[config.mk]
export PLATFORM = sky130hd
export DESIGN_NAME = traffic_light_ctrl_timed
export DESIGN_NICKNAME = d
export VERILOG_FILES = /design/src/rtl/traffic_light_ctrl_timed.sv
export SDC_FILE = /design/constraint.sdc
export NUM_CORES = 1
export LEC_CHECK = 0
export ABC_AREA = 1
export CAP_MARGIN = 0
export CORE_MARGIN = 2
export CORE_UTILIZATION = 53
export DETAILED_ROUTE_END_ITERATION = 12
export PLACE_DENSITY_LB_ADDON = 0.12
export RECOVER_POWER = 100
export SETUP_SLACK_MARGIN = 0.15
export SLEW_MARGIN = 20
export SYNTH_ARGS = -nofsm -noshare
export SYNTH_HDL_FRONTEND = slang
export SYNTH_SLANG_ARGS = --single-unit
[constraint.sdc]
create_clock -name clk -period 1.85 [get_ports clk]
set_input_delay 0.185 -clock clk [delete_from_list [all_inputs] [get_ports clk]]
set_output_delay 0.185 -clock clk [all_outputs]
set_load 0.02 [all_outputs]
[src/rtl/traffic_light_ctrl_timed.sv]
// -----------------------------------------------------------------------------
// traffic_light_ctrl_timed
//   Two-road intersection controller (A = main road, B = side road) driven by a
//   single phase timer. Sequence: A green -> A yellow -> all-red -> B green
//   (or pedestrian walk) -> B yellow -> all-red -> A green. A level-sensitive
//   override forces flashing amber on both roads and returns via the
//   B->A all-red clearance.
//
// Ports
//   clk            rising-edge clock
//   rst_n          asynchronous active-low reset
//   Sa_i / Sb_i    vehicle presence on road A / road B (level)
//   ped_req_i      pedestrian button, sampled every cycle
//   flash_i        flashing-amber override (level, highest priority)
//   Ga_o Ya_o Ra_o road A lamps
//   Gb_o Yb_o Rb_o road B lamps
//   walk_o         pedestrian walk lamp
//   ped_pending_o  pedestrian request latched and not yet served
//   state_o        current FSM state (debug)
// -----------------------------------------------------------------------------
module traffic_light_ctrl_timed #(
    parameter int CNT_W      = 8,
    parameter int GA_MIN     = 6,
    parameter int YEL_LEN    = 2,
    parameter int ALLRED_LEN = 1,
    parameter int GB_MIN     = 4,
    parameter int GB_MAX     = 12,
    parameter int WALK_LEN   = 5,
    parameter int FLASH_HALF = 3
) (
    input  logic       clk,
    input  logic       rst_n,
    input  logic       Sa_i,
    input  logic       Sb_i,
    input  logic       ped_req_i,
    input  logic       flash_i,
    output logic       Ga_o,
    output logic       Ya_o,
    output logic       Ra_o,
    output logic       Gb_o,
    output logic       Yb_o,
    output logic       Rb_o,
    output logic       walk_o,
    output logic       ped_pending_o,
    output logic [2:0] state_o
);

    typedef enum logic [2:0] {
        A_GRN = 3'd0,
        A_YEL = 3'd1,
        AR_AB = 3'd2,
        B_GRN = 3'd3,
        B_YEL = 3'd4,
        AR_BA = 3'd5,
        WALK  = 3'd6,
        FLASH = 3'd7
    } state_e;

    // Terminal counts: the timer holds the number of cycles already spent in
    // the phase, so a phase of N cycles ends when the timer reads N-1.
    localparam logic [CNT_W-1:0] GA_END     = CNT_W'(GA_MIN - 1);
    localparam logic [CNT_W-1:0] YEL_END    = CNT_W'(YEL_LEN - 1);
    localparam logic [CNT_W-1:0] AR_END     = CNT_W'(ALLRED_LEN - 1);
    localparam logic [CNT_W-1:0] GBMIN_END  = CNT_W'(GB_MIN - 1);
    localparam logic [CNT_W-1:0] GBMAX_END  = CNT_W'(GB_MAX - 1);
    localparam logic [CNT_W-1:0] WALK_END   = CNT_W'(WALK_LEN - 1);
    localparam logic [CNT_W-1:0] FLASH_END  = CNT_W'(FLASH_HALF - 1);

    state_e           state_q, state_d;
    logic [CNT_W-1:0] cnt_q, cnt_d;
    logic             ped_pending_q, ped_pending_d;
    logic             phase_q, phase_d;
    logic             cnt_wrap;

    always_ff @(posedge clk or negedge rst_n) begin
        if (!rst_n) begin
            state_q       <= A_GRN;
            cnt_q         <= '0;
            ped_pending_q <= 1'b0;
            phase_q       <= 1'b1;
        end else begin
            state_q       <= state_d;
            cnt_q         <= cnt_d;
            ped_pending_q <= ped_pending_d;
            phase_q       <= phase_d;
        end
    end

    // Next-state logic
    always_comb begin
        state_d  = state_q;
        phase_d  = phase_q;
        cnt_wrap = 1'b0;
        if (flash_i && (state_q != FLASH)) begin
            state_d = FLASH;
            phase_d = 1'b1;
        end else begin
            case (state_q)
                A_GRN: if ((cnt_q >= GA_END) && (Sb_i || ped_pending_q)) state_d = A_YEL;
                A_YEL: if (cnt_q == YEL_END) state_d = AR_AB;
                AR_AB: if (cnt_q == AR_END) state_d = ped_pending_q ? WALK : B_GRN;
                // Side road yields once its minimum is met and either road A
                // wants service or road B has emptied; the cap bounds B green.
                B_GRN: if (((cnt_q >= GBMIN_END) && (Sa_i || !Sb_i)) || (cnt_q == GBMAX_END))
                           state_d = B_YEL;
                B_YEL: if (cnt_q == YEL_END) state_d = AR_BA;
                AR_BA: if (cnt_q == AR_END) state_d = A_GRN;
                WALK:  if (cnt_q == WALK_END) state_d = Sb_i ? B_GRN : A_GRN;
                FLASH: begin
                    if (!flash_i) begin
                        state_d = AR_BA;
                    end else if (cnt_q == FLASH_END) begin
                        phase_d  = ~phase_q;
                        cnt_wrap = 1'b1;
                    end
                end
                default: state_d = AR_BA;
            endcase
        end
    end

    // Phase timer: restarts on any state change or flash half-period wrap,
    // otherwise counts up and sticks at all-ones (A green can dwell forever).
    always_comb begin
        cnt_d = cnt_q;
        if ((state_d != state_q) || cnt_wrap) begin
            cnt_d = '0;
        end else if (cnt_q != {CNT_W{1'b1}}) begin
            cnt_d = cnt_q + CNT_W'(1);
        end
    end

    // Pedestrian latch: entering WALK serves the request, including a press
    // arriving on that same edge; presses during WALK are ignored.
    always_comb begin
        ped_pending_d = ped_pending_q;
        if ((state_d == WALK) && (state_q != WALK)) begin
            ped_pending_d = 1'b0;
        end else if (ped_req_i && (state_q != WALK)) begin
            ped_pending_d = 1'b1;
        end
    end

    // Moore lamp decode
    always_comb begin
        Ga_o   = 1'b0;
        Ya_o   = 1'b0;
        Ra_o   = 1'b0;
        Gb_o   = 1'b0;
        Yb_o   = 1'b0;
        Rb_o   = 1'b0;
        walk_o = 1'b0;
        case (state_q)
            A_GRN: begin Ga_o = 1'b1; Rb_o = 1'b1; end
            A_YEL: begin Ya_o = 1'b1; Rb_o = 1'b1; end
            B_GRN: begin Ra_o = 1'b1; Gb_o = 1'b1; end
            B_YEL: begin Ra_o = 1'b1; Yb_o = 1'b1; end
            AR_AB,
            AR_BA: begin Ra_o = 1'b1; Rb_o = 1'b1; end
            WALK:  begin Ra_o = 1'b1; Rb_o = 1'b1; walk_o = 1'b1; end
            FLASH: begin Ya_o = phase_q; Yb_o = phase_q; end
            default: begin Ra_o = 1'b1; Rb_o = 1'b1; end
        endcase
    end

    assign ped_pending_o = ped_pending_q;
    assign state_o       = state_q;

endmodule

* Yosys cells after proc, flatten, opt, wreduce, memory -nomap -nowiden *
Index checks and enable logic that the tools add are counted.

storage, ports and cells
  bits in registers = 13
  output and inout port bits = 11
  word-level logic and storage cells = 75

operators by class
  add/sub/neg operators = 1
  order comparisons = 2
  equal/unequal tests = 16
  muxes and demuxes = 31
  bitwise logic cells = 1
  reductions and logical operators = 20

operators with widths
  operator               number
  $mux W3                10
  $pmux W3 S8            1
  $mux W8                2
  $eq A3 B3 Y1 const B   5
  $mux W1                15
  $reduce_bool A2 Y1     5
  $reduce_or A5 Y1       2
  $add A8 B1 Y8 const B  1
  $eq A8 B1 Y1 const B   1
  $eq A8 B2 Y1 const B   1
  $eq A8 B3 Y1 const B   1
  $eq A8 B4 Y1 const B   1
  $ge A8 B2 Y1 const B   1
  $ge A8 B3 Y1 const B   1
  $logic_not A8 Y1       1
  $ne A8 B8 Y1 const B   1
  $eq A3 B2 Y1 const B   2
  $ne A3 B3 Y1 const B   2
  $logic_and A1 B1 Y1    5
  $logic_or A1 B1 Y1     4
  $pmux W1 S2            2
  $eq A3 B1 Y1 const B   1
  $logic_not A3 Y1       1
  $ne A3 B3 Y1           1
  other kinds (4)        4

* Depth between registers and ports, before layout *
Gate-level depths: netlist of the first run.

  word-level depth = 10
  depth in mapped cells = 14
  depth with buffers taken out = 14

* Least setup slack after synthesis of the first run *
OpenSTA, ideal clock, no wires.

  path kind = reg-to-reg
  start point = register state_q[0] (netlist: state_o[0])
  end point = register cnt_q[2]
  library setup time = 0.072 ns
  arrival = 1.706 ns
  path slack = 0.071 ns
  stages on the path, launching flop included = 13
  path buffers = 1
  clock period less this slack = 1.779 ns
  path through = dfrtp_1 buf_6 inv_2 nand2_1 nor2_2 inv_2 o21ai_1 nor2_2 nand3_2 nand2_1 nand2_1 nand3_4 nor2_1

between the ends
  word-level cells in the longest chain between the ends = 6

ends and longest elaborated chain
  what                                                RTL line  RTL
  from (decl)                                         69        state_e state_q, state_d;
  from (signal assigned)                              82        state_q <= state_d;
  $eq A3 B3 Y1 (tied with other cells)                98        case (state_q)
  $pmux W3 S8 or $logic_and A1 B1 Y1 (tied branches)  98, 94
  $mux W3 (*)                                         94        if (flash_i && (state_q != FLASH)) begin
  named net state_d[1]                                69
  $ne A3 B3 Y1 (*)                                    126       if ((state_d != state_q) || cnt_wrap) begin
  $logic_or A1 B1 Y1 (*)                              126
  $mux W8 or $reduce_bool A2 Y1 (tied branches)       --
  to (signal assigned)                                83        cnt_q <= cnt_d;
  to (decl)                                           70        logic [CNT_W-1:0] cnt_q, cnt_d;

Mark *: on every way through the listed nets, which the timed path passes. The rest lies on a longest branch.
A chain may end at the register's enable or synchronous reset.

* Worst setup path in the final report of the first run *
  start point = register cnt_q[1]
  end point = register cnt_q[6]

between the ends
  word-level cells in the longest chain between the ends = 9

ends and longest elaborated chain
  what                                           RTL line  RTL
  $ge A8 B2 Y1                                   104       B_GRN: if (((cnt_q >= GBMIN_END) && (Sa_i || !Sb_i)) || (cnt_q == GBMAX_END))
  $logic_and A1 B1 Y1                            104
  $logic_or A1 B1 Y1                             104
  $mux W3                                        104
  $pmux W3 S8 (*)                                98
  $mux W3 (*)                                    94
  named net state_d[0]                           69
  $ne A3 B3 Y1 (*)                               126
  $logic_or A1 B1 Y1 (*)                         126
  $mux W8 or $reduce_bool A2 Y1 (tied branches)  --

Mark *: on every way through the listed nets, which the timed path passes. The rest lies on a longest branch. The select of a mux whose other input is x is not followed.

==> flow_metrics.tcl, run 1 <==
set metrics [dict create \
    antenna_found_initial 0 \
    cts_buffers 3 \
    post_drt_via_cell_ratio 5.586 \
    startpoint_type "flop" \
    place_congestion 1.011 \
    die_area_um2 2571 \
    cp_data_arrival_time_ns 2.11 \
    tritoncts "yes" \
    r2r_end "cnt_q[6]$_DFFE_PN0P_" \
    clk_latency_ns 0.28 \
    die_w_um 50.71 \
    avgSynthCellArea_um2 6.801 \
    cp-end-kind "flop" \
    rsz0062_at_grt "yes" \
    pwr-share-seq_pct 18.7 \
    path_class "reg2reg" \
    max_stage_delay_ns 0.45 \
    maxSlewHeadroom_pct 58.57 \
    worst_clock_skew_ns 0.003663 \
    internal_power_uw 1129 \
    yosysWarnings 0 \
    nets 222 \
    drv_slew 0 \
    setup_viol 8 \
    dr_wl_met3_um 256 \
    worstPathRequired_ns 2.03 \
    io_pins 17 \
    drt-met1-wl_um 1562 \
    area_delta_synth_final_pct 42.10 \
    p_leak_uw 0.0007606 \
    placementRows 16 \
    finalCritPeriodShare_pct 104.4 \
    synth_area_leaders "dfrtp_1 (26%), nand2_1 (10%), nor2_1 (7.1%)" \
    routed_wl_um 3497 \
    ir_drop_uv 1223 \
    cpMaxStageDelayCell "dfrtp_2" \
    route.detailed.drc 0 \
    final.setup.tns_ns -0.6116 \
    finalCriticalPeriod_ns 1.931 \
    post_dp_cell_area_um2 1453 \
    grt_max_degree 14 \
    drt_iter0_drc 80 \
    grt_use_total_pct 29.16 \
    cts-hold-fix-buffers 0 \
    clkTransAtPathRegs_ns 0.09 \
    synth.top_cell.area_share_pct 25.97 \
    rrSetupSlack_ns -0.08 \
    h-tree-depth 1 \
    hold_violations 0 \
    vias 1324 \
    path_max_fanout 8 \
    routedWlPerCell_um 14.76 \
    cts_sinks 13 \
    mappedNetlistArea_um2 1156 \
    cts_root_buffer "clkbuf_4" \
    drt_first_pass_iters 4 \
    clockBufferDepth 2 \
    fmax_ghz 0.5179 \
    dp_hpwl_um 2215 \
    mostFrequentLayoutCell "nand2_1" \
    holdCritPathClass "in2async" \
    core_um2 2002 \
    n_antenna_cell 0 \
    cellPowerDensity_nw_per_um2 1405 \
    multi_input_area_um2 832.0 \
    final_cell_mix "nand2_1 (26), inv_1 (18), buf_4 (18), nor2_1 (15)" \
    fillers 138 \
    synthCells 170 \
    ant_nets 0 \
    synth_cell_type_count 34 \
    crit_top_cell "nand2_1" \
    p_clk_share_pct 8.1 \
    area.sequential_um2 329.1 \
    r2r-start "cnt_q[1]$_DFFE_PN0P_" \
    switchingPower_uw 1179 \
    place.port_buffers 16 \
    switching_share_pct 51.07 \
    p_comb_share_pct 73.1 \
    yosysTopAreaCell "dfrtp_1" \
    path_cells "inv_2 -> buf_4 -> ha_4 -> inv_1 -> nor2_1 -> nand2_1 -> nand2_1 -> o21ai_2 -> nor2_2 -> nand3_2 -> nand2_1 -> nand2_2 -> nand3_4 -> nor2_2" \
    violations "setup timing" \
    die_h_um 50.71 \
    top_layer_used "met4" \
    status "finished with violations" \
    start_util_pct 57.75 \
    ys_ff_latch 13 \
    grt_first_pass_wirelength_um 5692 \
    maxCapViolations 0 \
    ys_seq_area_share_pct 28.25 \
    fin_area_um2 1643 \
    grt.overflow.total 0 \
    met2_length_um 1601 \
    worst_slack_ns -0.08069 \
    syn_nets 181 \
    grt_pass1_vias 1210 \
    tightest_slew_ns 0.6194 \
    r2r_cells 14 \
    drive_gt1_share_pct 39.52 \
]
==> worst max-delay path: cells and delay by family (launching register included) <==
kind	cells	cell delay (ns)
fa+ha+maj	1	0.13
flops	1	0.45
compound gates	1	0.07
simple gates	9	0.91
buf+inv	3	0.28
==> layer usage <==
metal | vias up | global-route usage (%)
met5 | - | 0
met4 | 0 | 5.856
met3 | 8 | 3.571
met2 | 68 | 47.15
met1 | 619 | 41.87
li1 | 629 | -
==> cells by family after synthesis <==
group / after synthesis / synth area share, %
simple gates: 97 / 42.10
buf+inv: 30 / 11.15
flops: 13 / 28.25
fa+ha+maj: 5 / 5.411
xor+xnor: 1 / 0.7577
compound gates: 24 / 12.34
==> power by group through the flow <==
stage                     Sequential, µW  Clock [µW]  Combinational, µW
after floorplan                      441           0                908
after global routing                 443         207               1820
after detailed placement             439           0               1470
after CTS                            437         192               1580
after global placement               436           0               1450
final                                433         188               1690
==> worst max path at each step <==
| stage | slack [ns] | end | cells after the start | startpoint |
|---|---|---|---|---|
| final | -0.08 | cnt_q[6]$_DFFE_PN0P_ | 14 | cnt_q[1]$_DFFE_PN0P_ |
| after global routing | -0.18 | cnt_q[6]$_DFFE_PN0P_ | 13 | cnt_q[1]$_DFFE_PN0P_ |
| after CTS | 0.01 | cnt_q[6]$_DFFE_PN0P_ | 12 | cnt_q[0]$_DFFE_PN0P_ |
| after detailed placement | -0.09 | cnt_q[7]$_DFFE_PN0P_ | 12 | Sb_i |
| after global placement | -0.04 | cnt_q[2]$_DFFE_PN0P_ | 12 | Sb_i |
| after floorplan | 0.16 | cnt_q[3]$_DFFE_PN0P_ | 13 | cnt_q[1]$_DFFE_PN0P_ |
==> registers in the layout, indices dropped and copies added (netlist names) <==
signal         flops
phase_q            1
state_o            3
cnt_q              8
ped_pending_o      1
==> Yosys cell counts <==
library cell,number
nand2_1,32
o22ai_1,1
o21a_1,1
clkinv_1,1
nor3_2,1
buf_2,1
dfstp_2,1
a21oi_1,4
o31ai_1,1
nor2_4,1
inv_1,21
buf_6,2
o21ai_0,12
nand2_2,2
ha_1,5
nand4_1,4
nor3_1,3
nor2_1,22
nand3_1,16
nand3b_1,1
o21ai_2,2
o21bai_1,1
xor2_1,1
nand3_4,1
nor2_2,7
nor4_1,1
and3_1,1
o21ai_1,1
nand3_2,3
nand4_2,1
dfrtp_1,12
or2_2,1
inv_2,5
a21boi_2,1
==> through the flow <==
step,setup WS [ns],utilization [%],cells,total power [µW],hold WS [ns]
final,-0.08069,82.06,237,2308,0.3510
after global routing,-0.1802,82.06,237,2470,0.4030
after CTS,0.01147,79.69,233,2205,0.2966
after detailed placement,-0.08502,72.56,226,1906,0.5545
after global placement,-0.04234,72.56,226,1883,0.5277
after floorplan,0.1578,-,170,1348,-0.1106
==> timing repair <==
action	CTS	global route
setup endpoints to repair	16	19
gates resized for setup	36	23
pin swaps	18	2
setup buffers	3	4
==> cell type report <==
| cell class | count | share of cell area, % |
|---|---|---|
| multi-input cells | 127 | 50.65 |
| flip-flops and latches | 13 | 20.03 |
| repair buffers | 39 | 19.34 |
| inverters | 27 | 6.321 |
| well taps | 27 | 2.056 |
| clock buffers | 4 | 1.599 |
Power figures use the tool's default switching activity.
==> run 2, diff against run 1 <==
--- a/config.mk
+++ b/config.mk
@@ -6,7 +6,6 @@
 export NUM_CORES = 1
 export LEC_CHECK = 0
 export ABC_AREA = 1
-export CAP_MARGIN = 0
 export CORE_MARGIN = 2
 export CORE_UTILIZATION = 53
 export DETAILED_ROUTE_END_ITERATION = 12
==> results of run 2 <==
No change in the layout: final DEF, timing and power equal those of run 1.
==> run 3, diff against run 2 <==
--- a/config.mk
+++ b/config.mk
@@ -9,6 +9,7 @@
 export CORE_MARGIN = 2
 export CORE_UTILIZATION = 53
 export DETAILED_ROUTE_END_ITERATION = 12
+export MAX_ROUTING_LAYER = met4
 export PLACE_DENSITY_LB_ADDON = 0.12
 export RECOVER_POWER = 100
 export SETUP_SLACK_MARGIN = 0.15
==> run 3 against run 2 <==
The flow still finishes with violations (setup timing); power grew 0.28%; worst hold slack lost 0.0085 ns; critical path depth is the same; non-clock buffer count is the same; clock skew shrank 0.0015 ns; sequential cell count is the same; clock power grew 4%; setup slack lost 0.025 ns; via count shrank 3.6%; register-to-register slack lost 0.03 ns; largest cell class unchanged.
==> flow_metrics.tcl, run 3 (synthesis gave the netlist of run 1 again) <==
set metrics [dict create \
    path_max_fanout 8 \
    max_stage_delay_ns 0.43 \
    io_pins 17 \
    cts_buffers 3 \
    h-tree-depth 1 \
    grt_first_pass_wirelength_um 5092 \
    switching_share_pct 51.22 \
    holdCritPathClass "in2async" \
    path_buf_inv 4 \
    rsz0062_at_grt "yes" \
    cts_sinks 13 \
    final_cell_mix "nand2_1 (30), buf_4 (18), inv_1 (17), nor2_1 (15), nand3_1 (13)" \
    placementRows 16 \
    post_drt_via_cell_ratio 5.384 \
    dp_slack_ns -0.09969 \
    violations "setup timing" \
    cp_data_arrival_time_ns 2.19 \
    core_um2 2002 \
    pwr-share-seq_pct 19.3 \
    path_delay_family "simple AND/OR/NAND/NOR gates" \
    cts_root_buffer "clkbuf_4" \
    startpoint_type "flop" \
    status "finished with violations" \
    routed_wl_um 3230 \
    die_area_um2 2571 \
    die_h_um 50.71 \
    ant_nets 0 \
    regMostFlops "cnt_q" \
    cpMaxStageDelayCell "dfrtp_1" \
    route.detailed.drc 0 \
    antenna_found_initial 0 \
    final.setup.tns_ns -0.7920 \
    area_delta_synth_final_pct 42.42 \
    dp_hpwl_um 2264 \
    p_clk_share_pct 8.5 \
    path_class "reg2reg" \
    n_antenna_cell 0 \
    finalCritPeriodShare_pct 105.7 \
    setup_viol 9 \
    die_w_um 50.71 \
    place_congestion 0.8966 \
    drt_first_pass_iters 4 \
    grt_max_degree 14 \
    internal_power_uw 1129 \
    fin_area_um2 1647 \
    cp-end-kind "flop" \
    worst_slack_ns -0.1061 \
    cp_num_cells 14 \
    drv_slew 0 \
    finalCriticalPeriod_ns 1.956 \
    grt.overflow.total 0 \
    maxCapViolations 0 \
    place.port_buffers 16 \
    cellPowerDensity_nw_per_um2 1406 \
    clkTransAtPathRegs_ns 0.09 \
    routedWlPerCell_um 13.63 \
    vias 1276 \
    tritoncts "yes" \
    drt_iter0_drc 44 \
    p_comb_share_pct 72.2 \
    start_util_pct 57.75 \
    maxSlewHeadroom_pct 56.73 \
    hold_violations 0 \
    switchingPower_uw 1185 \
    largest_reg_flops 8 \
    worst_clock_skew_ns 0.002183 \
    clockBufferDepth 2 \
    p_leak_uw 0.0007662 \
    fmax_ghz 0.5112 \
    mostFrequentLayoutCell "nand2_1" \
    grt_pass1_vias 1110 \
    fillers 139 \
    ir_drop_uv 1364 \
    dpl.cell_count 223 \
    fin_cells 237 \
    drive_gt1_share_pct 39.52 \
    path_cells "inv_2 -> buf_6 -> ha_4 -> inv_2 -> nor2_1 -> nand2_1 -> buf_6 -> o21ai_4 -> nor2_4 -> nand3_2 -> nand2_2 -> nand2_2 -> nand3_4 -> nor2_2" \
    grt_use_total_pct 27.10 \
    clk_latency_ns 0.30 \
    r2r_cells 14 \
    worstPathRequired_ns 2.08 \
    tightest_slew_ns 0.6469 \
    post_dp_cell_area_um2 1430 \
    nets 222 \
]
[run 3: cell types whose count changed in the layout (fill, tap and decap cells not counted), moves of 2 or more]
| cell | change |
|---|---|
| clkinv_2 | +2 |
| nor2_2 | -3 |
| nor2_4 | +3 |
| nand2_2 | -3 |
| clkbuf_1 | -2 |
| dfrtp_1 | -2 |
| dfrtp_2 | +2 |
| nand2_1 | +4 |
[run 3: cell type report]
class / count / area, µm² / share of cell area (%)
inverters: 27 / 110.1 / 6.687
well taps: 27 / 33.78 / 2.052
clock inverters: 1 / 5.005 / 0.3040
clock buffers: 3 / 22.52 / 1.368
multi-input cells: 127 / 817.0 / 49.62
repair buffers: 39 / 326.6 / 19.83
flip-flops and latches: 13 / 331.6 / 20.14
[run 3: worst register-to-register path: stages (launching register included)]
cell and delay (ns):
dfrtp_1 0.43, inv_2 0.11, buf_6 0.12, ha_4 0.13
inv_2 0.03, nor2_1 0.07, nand2_1 0.10, buf_6 0.13
o21ai_4 0.16, nor2_4 0.06, nand3_2 0.09, nand2_2 0.06
nand2_2 0.08, nand3_4 0.18, nor2_2 0.14
[run 3: power groups by stage]
stage / Sequential [µW] / Clock [µW] / Combinational [µW]
6_report: 448 / 196 / 1670
5_1_grt: 460 / 206 / 1810
4_1_cts: 448 / 199 / 1490
3_5_place_dp: 438 / 0 / 1450
3_3_place_gp: 435 / 0 / 1430
2_1_floorplan: 441 / 0 / 908
[run 3: layer usage]
| metal | part of all wire [%] | global-route usage [%] |
|---|---|---|
| met1 | 48 | 37.50 |
| met2 | 45 | 39.47 |
| met3 | 5.7 | 4.167 |
| met4 | 1.5 | 11.26 |
| met5 | 0 | - |
[run 3: path summary, 6_finish.rpt]
kind                                             end                 start  slack, ns
max                             cnt_q[1]$_DFFE_PN0P_  cnt_q[1]$_DFFE_PN0P_      -0.11
min in group clk           ped_pending_o$_DFFE_PN0P_             ped_req_i       0.49
min reg2reg                      phase_q$_DFFE_PN1P_   phase_q$_DFFE_PN1P_       0.57
min                             cnt_q[6]$_DFFE_PN0P_                 rst_n       0.34
max reg2reg                     cnt_q[1]$_DFFE_PN0P_  cnt_q[1]$_DFFE_PN0P_      -0.11
max in group asynchronous       state_o[2]$_DFF_PN0_                 rst_n       1.05
[run 3: repair_timing]
action,4_1_cts,5_1_grt
gates resized for setup,29,30
setup endpoints to repair,17,19
pin swaps,21,19
setup buffers,1,9
hold buffers,0,0
[run 3: per-stage QoR]
stage | total power (µW) | hold slack, ns | utilization (%)
2_1_floorplan | 1348 | -0.1106 | -
3_3_place_gp | 1863 | 0.5298 | 71.44
3_5_place_dp | 1891 | 0.5511 | 71.44
4_1_cts | 2136 | 0.2780 | 76.56
5_1_grt | 2477 | 0.3815 | 82.25
6_report | 2314 | 0.3425 | 82.25
